### src/rtl/controle_multiciclo.sv
// ---------------------------------------------------------------------------
// controle_multiciclo
//
// Purpose:
//   Control unit for a small multicycle MIPS-like datapath. A six-state FSM
//   walks every instruction through fetch, decode, execute, an optional
//   memory phase and an optional write-back phase. It drives the datapath
//   strobes and selectors for each phase and pulses instr_concluida in the
//   cycle an instruction retires.
//
// Ports:
//   clock           in   1  rising-edge system clock
//   reset           in   1  asynchronous, active-low reset
//   iniciar         in   1  start request, only looked at while idle
//   opcode          in   3  instruction opcode, captured when leaving decode
//   mem_pronto      in   1  memory access complete
//   estado          out  3  current FSM state code
//   pc_escrita      out  1  PC write enable
//   ir_escrita      out  1  instruction register write enable
//   ula_opcode      out  2  ALU op: 00 add, 01 sub, 10 funct, 11 and
//   reg_dest        out  2  destination register: 00 rt, 01 rd, 10 $ra
//   mem_to_reg      out  2  writeback source: 00 ALU, 01 memory, 10 PC+4
//   ula_src         out  1  ALU B operand from immediate
//   mem_escrita     out  1  memory write strobe
//   mem_leitura     out  1  memory read strobe
//   reg_escrita     out  1  register file write enable
//   branch          out  1  conditional branch
//   jump            out  1  unconditional jump
//   sign_zero       out  1  1 = sign-extend immediate, 0 = zero-extend
//   instr_concluida out  1  one-cycle pulse on instruction retire
// ---------------------------------------------------------------------------
module controle_multiciclo (
  input  logic       clock,
  input  logic       reset,
  input  logic       iniciar,
  input  logic [2:0] opcode,
  input  logic       mem_pronto,
  output logic [2:0] estado,
  output logic       pc_escrita,
  output logic       ir_escrita,
  output logic [1:0] ula_opcode,
  output logic [1:0] reg_dest,
  output logic [1:0] mem_to_reg,
  output logic       ula_src,
  output logic       mem_escrita,
  output logic       mem_leitura,
  output logic       reg_escrita,
  output logic       branch,
  output logic       jump,
  output logic       sign_zero,
  output logic       instr_concluida
);

  typedef enum logic [2:0] {
    OCIOSO     = 3'b000,
    BUSCA      = 3'b001,
    DECODIFICA = 3'b010,
    EXECUTA    = 3'b011,
    MEMORIA    = 3'b100,
    ESCRITA    = 3'b101
  } estado_t;

  typedef enum logic [2:0] {
    OP_TIPO_R = 3'b000,
    OP_ADDI   = 3'b001,
    OP_ANDI   = 3'b010,
    OP_LW     = 3'b011,
    OP_SW     = 3'b100,
    OP_BEQ    = 3'b101,
    OP_J      = 3'b110,
    OP_JAL    = 3'b111
  } opcode_t;

  estado_t state_q, state_d;
  opcode_t op_reg_q, op_reg_d;

  // State and latched opcode. Reset clears both immediately, which also
  // forces every combinational output low since they decode from these.
  always_ff @(posedge clock or negedge reset) begin
    if (!reset) begin
      state_q  <= OCIOSO;
      op_reg_q <= OP_TIPO_R;
    end else begin
      state_q  <= state_d;
      op_reg_q <= op_reg_d;
    end
  end

  // Next-state logic. The opcode is only sampled in decode so that later
  // changes on the opcode input cannot disturb the instruction in flight.
  // Unused state codes fall back to idle.
  always_comb begin
    state_d  = state_q;
    op_reg_d = op_reg_q;
    case (state_q)
      OCIOSO: begin
        if (iniciar) state_d = BUSCA;
      end
      BUSCA: begin
        if (mem_pronto) state_d = DECODIFICA;
      end
      DECODIFICA: begin
        op_reg_d = opcode_t'(opcode);
        state_d  = EXECUTA;
      end
      EXECUTA: begin
        case (op_reg_q)
          OP_TIPO_R, OP_ADDI, OP_ANDI, OP_JAL: state_d = ESCRITA;
          OP_LW, OP_SW:                        state_d = MEMORIA;
          OP_BEQ, OP_J:                        state_d = BUSCA;
          default:                             state_d = BUSCA;
        endcase
      end
      MEMORIA: begin
        if (mem_pronto) state_d = (op_reg_q == OP_LW) ? ESCRITA : BUSCA;
      end
      ESCRITA: begin
        state_d = BUSCA;
      end
      default: begin
        state_d = OCIOSO;
      end
    endcase
  end

  // Output decode. Everything defaults low; each state raises only the
  // controls its phase needs. Fetch and memory completion strobes depend
  // on mem_pronto directly so they act in the same cycle memory answers.
  always_comb begin
    pc_escrita      = 1'b0;
    ir_escrita      = 1'b0;
    ula_opcode      = 2'b00;
    reg_dest        = 2'b00;
    mem_to_reg      = 2'b00;
    ula_src         = 1'b0;
    mem_escrita     = 1'b0;
    mem_leitura     = 1'b0;
    reg_escrita     = 1'b0;
    branch          = 1'b0;
    jump            = 1'b0;
    sign_zero       = 1'b0;
    instr_concluida = 1'b0;
    case (state_q)
      BUSCA: begin
        mem_leitura = 1'b1;
        if (mem_pronto) begin
          ir_escrita = 1'b1;
          pc_escrita = 1'b1;
        end
      end
      EXECUTA: begin
        case (op_reg_q)
          OP_TIPO_R: begin
            ula_opcode = 2'b10;
          end
          OP_ADDI: begin
            ula_src   = 1'b1;
            sign_zero = 1'b1;
          end
          OP_ANDI: begin
            ula_src    = 1'b1;
            ula_opcode = 2'b11;
          end
          OP_LW, OP_SW: begin
            ula_src   = 1'b1;
            sign_zero = 1'b1;
          end
          OP_BEQ: begin
            ula_opcode      = 2'b01;
            branch          = 1'b1;
            sign_zero       = 1'b1;
            instr_concluida = 1'b1;
          end
          OP_J: begin
            jump            = 1'b1;
            pc_escrita      = 1'b1;
            instr_concluida = 1'b1;
          end
          OP_JAL: begin
            jump       = 1'b1;
            pc_escrita = 1'b1;
          end
          default: begin
          end
        endcase
      end
      MEMORIA: begin
        // The strobe is held for the whole wait; a store retires here.
        if (op_reg_q == OP_LW) begin
          mem_leitura = 1'b1;
        end else begin
          mem_escrita = 1'b1;
          if (mem_pronto) instr_concluida = 1'b1;
        end
      end
      ESCRITA: begin
        reg_escrita     = 1'b1;
        instr_concluida = 1'b1;
        case (op_reg_q)
          OP_TIPO_R: reg_dest = 2'b01;
          OP_LW:     mem_to_reg = 2'b01;
          OP_JAL: begin
            reg_dest   = 2'b10;
            mem_to_reg = 2'b10;
          end
          default: begin
          end
        endcase
      end
      default: begin
      end
    endcase
  end

  assign estado = state_q;

endmodule

### config.mk
export PLATFORM = sky130hd
export DESIGN_NAME = controle_multiciclo
export DESIGN_NICKNAME = d
export VERILOG_FILES = /design/src/rtl/controle_multiciclo.sv
export SDC_FILE = /design/constraint.sdc
export NUM_CORES = 1
export LEC_CHECK = 0
export BUFFER_PORTS_ARGS = -buffer_cell sky130_fd_sc_hd__buf_2
export CAP_MARGIN = 10
export CORE_ASPECT_RATIO = 1.5
export CORE_MARGIN = 1
export CORE_UTILIZATION = 25
export DETAILED_ROUTE_END_ITERATION = 8
export GPL_TIMING_DRIVEN = 0
export PLACE_DENSITY = 0.44
export SYNTH_ARGS = -nofsm -noshare
export SYNTH_HDL_FRONTEND = slang
export SYNTH_SLANG_ARGS = --single-unit
### constraint.sdc
create_clock -name clock -period 4.6 [get_ports clock]
set_clock_uncertainty 0.15 [all_clocks]
set_input_delay 1.15 -clock clock [delete_from_list [all_inputs] [get_ports clock]]
set_output_delay 1.15 -clock clock [all_outputs]
set_load 0.005 [all_outputs]
==> impl_metrics.py <==
metrics = {
    "synth": {
        "synth_top_flop_cell": "dfrtp_1",
        "syn_avg_cell_area_um2": 8.85,
        "netlist_top_cells_area": "dfrtp_1 (26%), ha_1 (13%), mux2i_1 (6.9%), mux2_2 (5.8%), nor2_1 (4.5%)",
        "synth_compound_area_share_pct": 8.99,
        "yosys_register_bits": 6,
        "ys_warn_count": 0,
        "synth_cell_type_count": 27,
        "yosys.area.top_type_share_pct": 25.7,
        "synthesis.area_um2": 584,
        "synth_edf_count": 0,
        "synthAdderAreaFrac_pct": 12.8,
        "syn-num-nets": 79,
        "yosys.area.top_type": "dfrtp_1",
        "netlist_instances": 66,
        "synth_top_family_by_area": "simple AND/OR/NAND/NOR gates",
        "synthSimpleGateAreaFrac_pct": 31.0,
        "synth_seq_area_share_pct": 25.7,
        "synth-xor-area-share_pct": 0,
        "ys_async_sr_fraction_pct": 100,
        "synth.area.mux_share_pct": 12.6,
    },
    "floorplanning": {
        "core_area_um2": 2210,
        "dieHeight_um": 61.2,
        "die_width_um": 41.5,
        "num_rows": 21,
        "start_util_pct": 26.5,
        "dieArea_um2": 2540,
        "io_pins": 26,
    },
    "sta": {
        "period_minus_slack_ns": 3.04,
        "max_freq_ghz": 0.329,
        "setup_tns_ns": 0,
        "slew_headroom_pct": 82.7,
        "slew_violations": 0,
        "setup_viol": 0,
        "fin_crit_sh_pct": 66.1,
        "worst_pin_slew_ns": 0.258,
        "rsz0062_at_grt": "false",
        "postLayoutSetupSlackWorst_ns": 1.56,
        "whs_ns": 0.424,
        "hold_viol": 0,
    },
    "power": {
        "power_mw": 0.456,
        "intPower_mw": 0.259,
        "p_sw_share_pct": 43.1,
        "clock_power_share_pct": 10.0,
        "powerDensity_nw_per_um2": 599,
        "p_sw_mw": 0.197,
        "leakage_nw": 0.432,
        "peakVddDrop_mv": 0.217,
        "p_seq_share_pct": 24.0,
        "power_frac_comb_pct": 66.0,
    },
    "clocking": {
        "cts_resized": 0,
        "htreeDepth": 1,
        "post_cts_buffers": 0,
        "numCtsBuffers": 3,
        "cts_tree": "built",
        "cts_sinks": 6,
        "clkTransAtPathRegs_ns": 0.04,
        "cts_max_path_buffers": 2,
        "cts_root_buffer": "clkbuf_4",
        "cts_hold_buf": 0,
        "clk_latency_ns": 0.24,
    },
    "placement": {
        "dpl_cell_area_um2": 738,
        "gp_congestion": 0.691,
        "placed_cells": 114,
        "io_buffers": 25,
        "hpwl_um": 1090,
        "pre_cts_ws_ns": 1.56,
    },
    "global_route": {
        "gr-total-overflow": 0,
        "grt_use_total_pct": 11.3,
        "grt_start_max_net_pins": 11,
        "grt_pass1_wl_um": 2200,
        "antenna_found_initial": 0,
        "grt_pass1_vias": 542,
    },
    "layout": {
        "diodes": 0,
        "drive_gt1_share_pct": 41.5,
        "synthToLayoutAreaGrowth_pct": 30.2,
        "layout_common_cells": "buf_2 (27), nor2_1 (7), ha_1 (6), dfrtp_1 (6), a21oi_1 (5)",
        "final_common_cell": "buf_2",
        "final_cells": 117,
        "nets": 109,
        "fin_area_um2": 761,
        "fin_util_pct": 34.5,
    },
    "setup_path": {
        "cp_max_fo": 5,
        "critPathSlowestCell": "or2_1",
        "path_class": "primary input to output pin",
        "crit_path_max_incr_delay_ns": 0.19,
        "path_delay_family": "simple AND/OR/NAND/NOR gates",
        "worstPathArrival_ns": 1.74,
        "end_kind": "output pin",
        "crit_path_cell_trace": "buf_2 -> nor3b_1 -> or2_1 -> buf_2",
        "path_common_cell": "buf_2",
        "path_buf_inv": 2,
        "cp-start-kind": "primary input",
        "critical_path_required_ns": 3.30,
    },
    "drt": {
        "dr.first_iter.drc_count": 0,
        "drc": 0,
        "dr_total_vias": 545,
        "ant_nets": 0,
        "detail_route.wirelength_um": 1290,
        "first_pass_iters": 1,
        "via_per_inst": 4.66,
        "wl_per_cell_um": 11.1,
    },
    "hold_path": {
        "hp-class": "register to register",
    },
    "run": {
        "max-cap-violations": 0,
    },
    "outcome": {
        "status": "finished clean",
    },
}
[cell families after synthesis]
family / Yosys count
and+or+nand+nor: 29
buffers and inverters: 9
DFF: 6
adders and majority gates: 6
muxes: 7
AOI/OAI and AO/OA: 9
[area by class of cell]
class                      count  area [µm²]
timing repair buffer          25         125
fill                         259        1450
multi-input combinational     51         383
tap                           23        28.8
sequential                     6         150
buffer                         5        36.3
clock buffer                   3        22.5
inverter                       4        15.0
[power groups by stage]
stage               Sequential (mW)  Combinational (mW)  Clock [mW]
floorplan                     0.106               0.217           0
global placement              0.110               0.303           0
detailed placement            0.111               0.308           0
CTS                           0.110               0.308      0.0496
global route                  0.115               0.342      0.0551
finish                        0.109               0.301      0.0457
[worst register-to-register path: stages, from the launching register on]
cell	delay, ns
dfrtp_1	0.36
buf_2	0.17
nand2b_4	0.15
nor2_1	0.21
mux2_2	0.36
[worst paths after layout]
check | startpoint | cells past startpoint | end | slack, ns
max | mem_pronto | 4 | pc_escrita | 1.56
min | estado[2] | 2 | estado[1] | 0.42
max reg2reg | estado[0] | 4 | op_reg_q[2] | 3.07
min reg2reg | estado[2] | 2 | estado[1] | 0.42
max in group asynchronous | reset | 1 | estado[1] | 3.58
min in group asynchronous | reset | 1 | op_reg_q[2] | 0.58
[flip-flops by register name (all words and copies together) (netlist names)]
register	cells
estado	3
op_reg_q	3
[cell usage after synthesis, types with 2 or more instances]
cell type and number:
or2_1 2, a21oi_1 5, buf_2 2, nand2b_1 3
dfrtp_1 6, and3_1 2, mux2i_1 4, mux2_2 3
nor3b_1 2, nor2b_1 2, nand3b_1 2, nor2_1 7
buf_4 2, nor3_1 3, ha_1 6, inv_1 4
[per-layer routing]
metal	part of all wire (%)	vias up	GRT usage [%]
met2	51	15	19.0
met5	0	-	0
met1	45	246	13.1
li1	-	284	-
met4	0	0	6.91
met3	4.2	0	2.64
Note: power is estimated with default switching activity, not from simulation.
